[src/rtl/bp_table_ctrl_if.sv]
// Branch-resolution update handshake between the backend (master) and the
// predictor table controller (slave).
interface bp_table_ctrl_if;
    logic        upd_valid;
    logic        upd_ready;
    logic [31:0] upd_pc;
    logic        upd_taken;
    logic [1:0]  upd_2bsat;

    modport master (output upd_valid, output upd_pc, output upd_taken, output upd_2bsat,
                    input  upd_ready);
    modport slave  (input  upd_valid, input  upd_pc, input  upd_taken, input  upd_2bsat,
                    output upd_ready);
endinterface

[src/rtl/bp_table_ctrl.sv]
// Branch-predictor counter SRAM sequencer: invalidate sweep, update FIFO drain
// (one saturating RMW per cycle) and fetch-side guess with write forwarding.
module bp_table_ctrl #(
    parameter int SET_IDX = 8,
    parameter int DEPTH   = 4
) (
    input  logic               clk,
    input  logic               rst_n,
    input  logic               clear_req,
    bp_table_ctrl_if.slave     upd,
    input  logic [31:0]        fetch_pc,
    output logic               guess_jmp,
    output logic [1:0]         guess_2bsat,
    output logic               init_busy,
    output logic               sram_csb0,
    output logic [SET_IDX-1:0] sram_addr0,
    output logic [2:0]         sram_din0,
    output logic               sram_csb1,
    output logic [SET_IDX-1:0] sram_addr1,
    input  logic [2:0]         sram_dout1
);
    localparam int PW = $clog2(DEPTH);
    localparam int EW = SET_IDX + 3;

    typedef enum logic [0:0] {ST_INIT = 1'b0, ST_RUN = 1'b1} state_t;

    state_t               state_r, state_nx_s;
    logic [SET_IDX-1:0]   sweep_idx_r;
    logic [EW-1:0]        fifo_mem_r [DEPTH];
    logic [PW-1:0]        wr_ptr_r, rd_ptr_r;
    logic [PW:0]          count_r;
    logic                 fwd_hit_r;
    logic [2:0]           fwd_data_r;

    logic                 full_s, empty_s, push_s, pop_s, clear_s;
    logic [EW-1:0]        head_s;
    logic                 csb0_s, ready_s, busy_s;
    logic [SET_IDX-1:0]   addr0_s;
    logic [2:0]           din0_s, entry_s;
    logic                 unused_bits_s;

    function automatic logic [1:0] sat_next(input logic taken, input logic [1:0] ctr);
        logic [1:0] r;
        if (taken) r = (ctr == 2'b11) ? 2'b11 : ctr + 2'b01;
        else       r = (ctr == 2'b00) ? 2'b00 : ctr - 2'b01;
        return r;
    endfunction

    assign full_s  = (count_r == (PW+1)'(DEPTH));
    assign empty_s = (count_r == {(PW+1){1'b0}});
    assign head_s  = fifo_mem_r[rd_ptr_r];
    assign push_s  = (state_r == ST_RUN) && upd.upd_valid && ready_s;
    assign pop_s   = (state_r == ST_RUN) && !empty_s;
    assign clear_s = (state_r == ST_RUN) && clear_req;

    // State register
    always_ff @(posedge clk or negedge rst_n) begin
        if (!rst_n) state_r <= ST_INIT;
        else        state_r <= state_nx_s;
    end

    // Next-state logic: sweep ends after the last index, clear restarts it
    always_comb begin
        state_nx_s = state_r;
        case (state_r)
            ST_INIT: if (sweep_idx_r == {SET_IDX{1'b1}}) state_nx_s = ST_RUN;
                     else                                 state_nx_s = ST_INIT;
            ST_RUN:  if (clear_req) state_nx_s = ST_INIT;
                     else           state_nx_s = ST_RUN;
            default: state_nx_s = ST_INIT;
        endcase
    end

    // Output logic: write-port ownership and handshake
    always_comb begin
        csb0_s  = 1'b1;
        addr0_s = {SET_IDX{1'b0}};
        din0_s  = 3'b000;
        ready_s = 1'b0;
        busy_s  = 1'b0;
        case (state_r)
            ST_INIT: begin
                csb0_s  = 1'b0;
                addr0_s = sweep_idx_r;
                busy_s  = 1'b1;
            end
            ST_RUN: begin
                ready_s = !full_s;
                if (!empty_s) begin
                    csb0_s  = 1'b0;
                    addr0_s = head_s[EW-1:3];
                    din0_s  = {1'b1, sat_next(head_s[2], head_s[1:0])};
                end else begin
                    csb0_s  = 1'b1;
                end
            end
            default: begin
                csb0_s = 1'b1;
                busy_s = 1'b1;
            end
        endcase
    end

    // Sweep index: counts through the table in INIT, rearmed by clear
    always_ff @(posedge clk or negedge rst_n) begin
        if (!rst_n)                  sweep_idx_r <= {SET_IDX{1'b0}};
        else if (state_r == ST_INIT) sweep_idx_r <= sweep_idx_r + SET_IDX'(1);
        else if (clear_s)            sweep_idx_r <= {SET_IDX{1'b0}};
        else                         sweep_idx_r <= sweep_idx_r;
    end

    // FIFO pointers and occupancy
    always_ff @(posedge clk or negedge rst_n) begin
        if (!rst_n) begin
            wr_ptr_r <= {PW{1'b0}};
            rd_ptr_r <= {PW{1'b0}};
            count_r  <= {(PW+1){1'b0}};
        end else if (clear_s) begin
            wr_ptr_r <= {PW{1'b0}};
            rd_ptr_r <= {PW{1'b0}};
            count_r  <= {(PW+1){1'b0}};
        end else begin
            if (push_s) wr_ptr_r <= wr_ptr_r + PW'(1);
            if (pop_s)  rd_ptr_r <= rd_ptr_r + PW'(1);
            case ({push_s, pop_s})
                2'b10:   count_r <= count_r + (PW+1)'(1);
                2'b01:   count_r <= count_r - (PW+1)'(1);
                default: count_r <= count_r;
            endcase
        end
    end

    // FIFO storage: {index, taken, counter at prediction}
    always_ff @(posedge clk) begin
        if (push_s) fifo_mem_r[wr_ptr_r] <= {upd.upd_pc[SET_IDX+1:2], upd.upd_taken, upd.upd_2bsat};
    end

    // Forwarding capture: a same-cycle write to the fetched index overrides dout1
    always_ff @(posedge clk or negedge rst_n) begin
        if (!rst_n) begin
            fwd_hit_r  <= 1'b0;
            fwd_data_r <= 3'b000;
        end else begin
            fwd_hit_r  <= !sram_csb0 && (sram_addr0 == sram_addr1);
            fwd_data_r <= sram_din0;
        end
    end

    assign entry_s       = fwd_hit_r ? fwd_data_r : sram_dout1;
    assign guess_2bsat   = ((state_r == ST_INIT) || !entry_s[2]) ? 2'b10 : entry_s[1:0];
    assign guess_jmp     = guess_2bsat[1];
    assign init_busy     = busy_s;
    assign upd.upd_ready = ready_s;
    // Write port stays deselected while reset is held, even though state is INIT
    assign sram_csb0     = csb0_s | ~rst_n;
    assign sram_addr0    = addr0_s;
    assign sram_din0     = din0_s;
    assign sram_csb1     = 1'b0;
    assign sram_addr1    = fetch_pc[SET_IDX+1:2];
    assign unused_bits_s = ^{fetch_pc[31:SET_IDX+2], fetch_pc[1:0],
                             upd.upd_pc[31:SET_IDX+2], upd.upd_pc[1:0]};
endmodule
[src/flat_wrapper.sv]
// flat-port wrapper written by rule: the top's interface ports become plain ports
module bp_table_ctrl_flat 
#(
    parameter int SET_IDX = 8,
    parameter int DEPTH   = 4
)
  (clk, rst_n, clear_req, fetch_pc, guess_jmp, guess_2bsat, init_busy, sram_csb0, sram_addr0, sram_din0, sram_csb1, sram_addr1, sram_dout1, upd_upd_valid, upd_upd_pc, upd_upd_taken, upd_upd_2bsat, upd_upd_ready);
  bp_table_ctrl_if upd_i ();
  input  logic clk;
  input  logic rst_n;
  input  logic clear_req;
  input  logic [31:0] fetch_pc;
  output logic guess_jmp;
  output logic [1:0] guess_2bsat;
  output logic init_busy;
  output logic sram_csb0;
  output logic [SET_IDX-1:0] sram_addr0;
  output logic [2:0] sram_din0;
  output logic sram_csb1;
  output logic [SET_IDX-1:0] sram_addr1;
  input  logic [2:0] sram_dout1;
  input wire logic [$bits(upd_i.upd_valid)-1:0] upd_upd_valid;
  input wire logic [$bits(upd_i.upd_pc)-1:0] upd_upd_pc;
  input wire logic [$bits(upd_i.upd_taken)-1:0] upd_upd_taken;
  input wire logic [$bits(upd_i.upd_2bsat)-1:0] upd_upd_2bsat;
  output wire logic [$bits(upd_i.upd_ready)-1:0] upd_upd_ready;
  assign upd_i.upd_valid = upd_upd_valid;
  assign upd_i.upd_pc = upd_upd_pc;
  assign upd_i.upd_taken = upd_upd_taken;
  assign upd_i.upd_2bsat = upd_upd_2bsat;
  assign upd_upd_ready = upd_i.upd_ready;
  bp_table_ctrl #(.SET_IDX(SET_IDX), .DEPTH(DEPTH)) u_core (.clk(clk), .rst_n(rst_n), .clear_req(clear_req), .upd(upd_i), .fetch_pc(fetch_pc), .guess_jmp(guess_jmp), .guess_2bsat(guess_2bsat), .init_busy(init_busy), .sram_csb0(sram_csb0), .sram_addr0(sram_addr0), .sram_din0(sram_din0), .sram_csb1(sram_csb1), .sram_addr1(sram_addr1), .sram_dout1(sram_dout1));
endmodule
[config.mk]
export PLATFORM = sky130hd
export DESIGN_NAME = bp_table_ctrl_flat
export DESIGN_NICKNAME = d
export VERILOG_FILES = /design/src/rtl/bp_table_ctrl_if.sv /design/src/rtl/bp_table_ctrl.sv /design/src/flat_wrapper.sv
export SDC_FILE = /design/constraint.sdc
export NUM_CORES = 1
export LEC_CHECK = 0
export ABC_AREA = 1
export BUFFER_PORTS_ARGS = -buffer_cell sky130_fd_sc_hd__buf_4
export CORE_AREA = 3 3 115 117
export CTS_CLUSTER_DIAMETER = 60
export DETAILED_ROUTE_END_ITERATION = 10
export DIE_AREA = 0 0 118 120
export SYNTH_ARGS = -nofsm -noshare
export SYNTH_HDL_FRONTEND = slang
export SYNTH_SLANG_ARGS = --single-unit
[constraint.sdc]
create_clock -name clk -period 5.51 [get_ports clk]
set_input_delay 0.551 -clock clk [delete_from_list [all_inputs] [get_ports clk]]
set_output_delay 0.551 -clock clk [all_outputs]
set_load 0.03 [all_outputs]
== Word level (Yosys, flattened, before mapping) ==
Memories as Yosys holds them, arrays and structs flattened.
Index checks and enable logic that the tools add are counted.

* Add/sub/neg operators: 7
* Equal/unequal tests: 7
* Multiplexer cells: 26
* Bitwise gates (word level): 3
* Reduce and logical (&&, ||, !) cells: 15

{| class="wikitable"
|+ Operators with widths
! kind !! count
|-
| 8-bit two-way mux || 3
|-
| 2-bit two-way mux || 8
|-
| 8-bit one-hot mux with 2 select lines || 1
|-
| 3-bit two-way mux || 4
|-
| 8-bit by 1-bit adder with 8-bit output (second input constant) || 1
|-
| 8-bit == test || 1
|-
| 8-bit == test (second input constant) || 1
|-
| 1-bit two-way mux || 7
|-
| 2-bit by 1-bit adder with 2-bit output (second input constant) || 3
|-
| 3-bit one-hot mux with 2 select lines || 1
|-
| 1-bit logical AND || 5
|-
| 2-bit == test (second input constant) || 2
|-
| 1-bit zero test || 4
|-
| 1-bit one-hot mux with 2 select lines || 2
|-
| 2-bit nonzero test || 2
|-
| 3-bit by 1-bit adder with 3-bit output (second input constant) || 1
|-
| 3-bit == test (second input constant) || 1
|-
| 3-bit zero test || 1
|-
| 3-bit nonzero test || 1
|-
| 3-bit by 1-bit subtractor with 3-bit output (second input constant) || 1
|-
| 2-bit by 1-bit == test with 1-bit output (second input constant) || 1
|-
| 2-bit zero test || 1
|-
| 2-bit != test (second input constant) || 1
|-
| 1-bit NOT || 2
|-
| 3 further kinds || 3
|}

* Flip-flop bits (word level): 20
* Memory bits (writable): 44
* Input port bits: 74
* Memories: 1

{| class="wikitable"
|+ Memory list
! name !! depth !! bits a word !! rd ports !! clocked after memory_dff !! write ports !! RTL line !! source
|-
| u_core.fifo_mem_r || 4 || 11 || 1 || 0 || 1 || bp_table_ctrl.sv:29 || <nowiki>logic [EW-1:0] fifo_mem_r [DEPTH];</nowiki>
|}

== Logic depth before layout (Yosys ltp) ==
* Depth after elaboration: 7
* Gate-level depth with buffers: 12

== Worst setup path before layout ==
No wires, ideal clock.

* Kind: reg-to-reg
* Start: register u_core.state_r
* End: memory u_core.fifo_mem_r[0][0] (netlist name), enable pin
* Setup time: 378 ps
* Data arrival time: 1844 ps
* Required time: 5132 ps
* Path slack: 3287 ps
* Cell stages (with the launch flop): 5
* Cell sequence: dfrtp_1 > inv_2 > a21oi_1 > nand2_1 > nor2_1

* Cells in the longest elaborated chain, start to end: 4
* Elaborated cells on any way between the ends: 5

{| class="wikitable"
|+ RTL lines
! element !! RTL line !! source
|-
| start: declaration || bp_table_ctrl.sv:27 || <nowiki>state_t state_r, state_nx_s;</nowiki>
|-
| start signal: assignment || bp_table_ctrl.sv:59 || <nowiki>else state_r <= state_nx_s;</nowiki>
|-
| 1-bit two-way mux || bp_table_ctrl.sv:81 || <nowiki>case (state_r)</nowiki>
|-
| via upd_upd_ready || flat_wrapper.sv:26 || <nowiki>output wire logic [$bits(upd_i.upd_ready)-1:0] upd_upd_ready;</nowiki>
|-
| 1-bit logical AND || bp_table_ctrl.sv:52 || <nowiki>assign push_s = (state_r == ST_RUN) && upd.upd_valid && ready_s;</nowiki>
|-
| 1-bit two-way mux || bp_table_ctrl.sv:135 || <nowiki>if (push_s) fifo_mem_r[wr_ptr_r] <= {upd.upd_pc[SET_IDX+1:2], upd.upd_taken, upd.upd_2bsat};</nowiki>
|-
| 1-bit two-way mux (implied by the code) || bp_table_ctrl.sv:135 ||
|-
| end: declaration || bp_table_ctrl.sv:29 ||
|}

The timed path passes the listed nets, and every way through them passes these cells.

== Worst setup path in the final report ==
* Start: register u_core.rd_ptr_r[1]
* End: output sram_din0[0]

* Cells in the longest elaborated chain, start to end: 6
* Elaborated cells on any way between the ends: 10

{| class="wikitable"
|+ RTL lines
! element !! RTL line !! source
|-
| start: declaration || bp_table_ctrl.sv:30 || <nowiki>logic [PW-1:0] wr_ptr_r, rd_ptr_r;</nowiki>
|-
| start signal: assignment || bp_table_ctrl.sv:116 || <nowiki>rd_ptr_r <= {PW{1'b0}};</nowiki>
|-
| start signal: assignment || bp_table_ctrl.sv:120 || <nowiki>rd_ptr_r <= {PW{1'b0}};</nowiki>
|-
| start signal: assignment || bp_table_ctrl.sv:124 || <nowiki>if (pop_s) rd_ptr_r <= rd_ptr_r + PW'(1);</nowiki>
|-
| memory 4 x 11 bit (*) || -- ||
|-
| 2-bit by 1-bit subtractor with 2-bit output, or another cell as far along || bp_table_ctrl.sv:45 || <nowiki>else r = (ctr == 2'b00) ? 2'b00 : ctr - 2'b01;</nowiki>
|-
| 2-bit two-way mux, on equally long branches || bp_table_ctrl.sv:45, bp_table_ctrl.sv:44 ||
|-
| 2-bit two-way mux (*) || bp_table_ctrl.sv:44 || <nowiki>if (taken) r = (ctr == 2'b11) ? 2'b11 : ctr + 2'b01;</nowiki>
|-
| 3-bit two-way mux (*) || bp_table_ctrl.sv:89 || <nowiki>if (!empty_s) begin</nowiki>
|-
| 3-bit two-way mux (*) || bp_table_ctrl.sv:81 ||
|-
| end: declaration || flat_wrapper.sv:18 || <nowiki>output logic [2:0] sram_din0;</nowiki>
|}

Mark *: on every way between the ends. The rest lies on a longest branch, timed or not.

==> results list <==
- Cells with a size suffix above 1 make up about 22% of the layout.
- At the placement stage, the worst setup path has a slack of approximately 2.9 ns.
* Max-slew headroom at the worst pin: 23.04%
- Starting density of the core: roughly a quarter
- Yosys mapped a number of flops with a built-in enable equal to 44.
- Count of cell types in the netlist: 27
- Startpoint kind of the worst setup timing path: flop
- The slowest stage of the critical path belongs to the cell dfrtp_1.
- Proportion of netlist area held by the largest area contributor: 43.19%
* Total routed wirelength: approximately 6.7 mm
- Reported leakage power: 1.589 nW
* Layout Nets: 424
- The most used flip-flop cell after synthesis is edfxtp_1.
* Setup repair after global routing missed its margin: false
- Across the VDD grid, the largest voltage drop is 0.0001410 V.
- Number of CTS-inserted buffers: 9
* Vias per cell: ~4.2
- During placement, the flow inserted port buffers numbering 50.
* Commonest cells in the synthesized netlist: nand2_1 (76), edfxtp_1 (44), nand3_1 (28)
* Synth Net Count: 382
- The number of buffers and inverters on the critical path is 2.
- In the post-synthesis netlist, the cell with the most instances is nand2_1.
- Overall Global Routing Usage: 9.665%
* Largest fanout on the critical path: 13
- Drt pass-1 iters: 4
- Yosys warning count: 0
* Detailed Route Iter0 Violations: 161
- Least-Margin Pin Slew: 1.150 ns
- Largest net degree at the start of global routing: 26
- Initial antenna violation count: 0
* DRC violation count after routing: 0
* Clk_skew: 0.005646 ns
- The clock passes through at most 2 buffers.
* Minimum clock period: 2.965 ns
- The biggest area contributor in the post-synthesis netlist is edfxtp_1.
- After layout, the worst path uses 53.81% of the clock period.
- Hold Crit Class: in -> async
* Crit path setup slack, layout: ~2.5 ns
- Final-report max-slew violation count: 0
* Number of max-capacitance violations reported: 0
* Total Die Area: 14160 um2
- The final hold violation count is 0.
- At the end of routability-driven placement, the weighted congestion stood at 0.7676.
- Hold repair after CTS inserted 0 buffers.
* Vias in the first global route: 1984
- The worst setup path is captured at an output pin.
- In the final routed layout, each cell accounts on average for 12.96 um.
- Core footprint: approximately 12000 um2
- Cell area power density: 421.9 nW/um2
- Across all hold checks on the routed design, the worst slack comes to 0.1031 ns.
- The critical path in this run is classified as reg -> out.
- Sequence of cells on the critical path: inv_1, o21ai_0, o22ai_1, o21ai_0, a21oi_1, buf_4
- Worst R2R Setup Slack: 3.23 ns
- Max Clk Rate: about 0.34 GHz
- Grouping stages by cell kind, the critical path spends the most delay in compound AO/OA/AOI/OAI gates.
- The die is 118 um wide.
- Run status: finished, final reports clean
- Cell area after technology mapping: 3059 um2
- After legalization and detailed placement, the total HPWL measured 4.699 mm.
- Data arrival time of the worst path: 2.41 ns
- The root buffer cell chosen for the clock tree is clkbuf_16.
- Number of setup violations in the final report: 0
* Cell repeated most along the worst path: o21ai_0
* Sum of negative setup slack: 0 ns
- The tree built by TritonCTS fans out to 64 sinks.
- Compared with the post-synthesis result, the final layout area differs by 23.31%.
* CTS tree: yes
* Number of levels in the clock H-tree: 3
- Clock-pin slew was measured on the worst setup and hold paths at 0.05 ns.
- The floorplan has between 40 and 50 rows.
- Antenna fix cells: 0
- Wire length of the first global-routing pass: between 10 and 15 mm
- Synthesis produced a netlist whose cell count is around 300.
* Vert. Die Dim: ~120 um
* Flip-flop and latch count after synthesis: 64
- Mean area per synthesized cell: 10.16 um2
* Overflow left after global routing: 0
- Post_cts resized: 0
- Largest cells by area after synthesis: edfxtp_1 (43%), dfrtp_1 (16%), nand2_1 (9.3%)
- Io pins: 100
- CP Data Required Time: approximately 5 ns
* Delay of the slowest cell on the worst path: 0.56 ns
- Buffers inserted by post-CTS timing repair: 0
- Vias: roughly 2200
- The count of nets left with antenna violations once routing finished came out at 0.
- Portion of the post-synthesis area used by sequential elements: 59.55%
- Fraction of synthesis flops using an asynchronous set or reset pin: between 30% and 40%
- Insertion delay to the later sink of the worst-skew pair: between 0.3 and 0.4 ns
-- sequential cells by signal (all words and copies together) (netlist names) --
signal,flops
u_core.rd_ptr_r,2
u_core.count_r,3
u_core.fwd_hit_r,1
u_core.fwd_data_r,3
u_core.fifo_mem_r,44
u_core.state_r,1
u_core.sweep_idx_r,8
u_core.wr_ptr_r,2
-- final cells by class --
class	count	area, um2
clock buffer	9	225.2
clock inverter	5	50.05
fill	1297	8693
inverter	28	107.6
multi-input combinational	190	977.2
sequential	64	1822
tap	172	215.2
timing repair buffer	50	375.4
-- placed cells by master (no fill, tap or decap), drive strengths merged, types with 6 or more instances in the layout --
cell / n
nand3: 34
a21oi: 10
clkbuf: 9
o21ai: 16
dfrtp: 20
buf: 50
edfxtp: 44
nor2: 26
ha: 6
nand2: 79
inv: 28
-- where the power goes --
group / switching, W / total (W) / internal, W
clock: 0.000183 / 0.000523 / 0.000340
sequential: 0.0000649 / 0.000628 / 0.000563
combinational: 0.000273 / 0.000441 / 0.000168
total: 0.000521 / 0.00159 / 0.00107
-- metrics by stage --
step                      total power, W  cells  utilization, %  cell area (um2)
after global placement          0.001066    504           28.05             3497
after detailed placement        0.001079    504           28.05             3497
after floorplan                0.0009574    301               -             3059
after global routing            0.001682    518           30.26             3772
final                           0.001592    518           30.26             3772
after CTS                       0.001606    518           30.26             3772
-- layer usage --
metal | share of wire [%] | wire length, um | vias up | global-route usage [%]
met3 | 6.9 | 465 | 8 | 4.524
li1 | - | - | 1077 | -
met5 | 0 | 0 | - | 0
met2 | 46 | 3113 | 48 | 15.02
met1 | 46 | 3059 | 1033 | 12.12
met4 | 1.1 | 75 | 0 | 2.637
-- path summary, 6_finish.rpt --
kind                                  startpoint                      end  cells after the start
min in group clk                   upd_upd_pc[5]  u_core.fifo_mem_r[0][6]                      1
min reg2reg                u_core.sweep_idx_r[0]    u_core.sweep_idx_r[0]                      1
max                           u_core.rd_ptr_r[1]             sram_din0[0]                      6
min                                        rst_n    u_core.sweep_idx_r[7]                      1
max reg2reg                       u_core.state_r  u_core.fifo_mem_r[1][0]                      4
max in group asynchronous                  rst_n           u_core.state_r                      1
-- worst reg2reg max path: stages, from the launching register on --
cell	delay (ns)
dfrtp_1	0.38
inv_2	0.16
a21oi_1	0.21
nand2_1	0.22
nor2_1	0.93
-- cell families after synthesis --
kind of cell / synth area share (%)
xor gates and xnor gates: 1.431
other: 0.1226
and+or+nand+nor: 20.53
buffers and inverters: 8.507
adders and majority gates: 3.108
muxes: 0.3272
AOI/OAI and AO/OA: 6.421
DFF: 59.55
(Power assumes the default switching activity.)
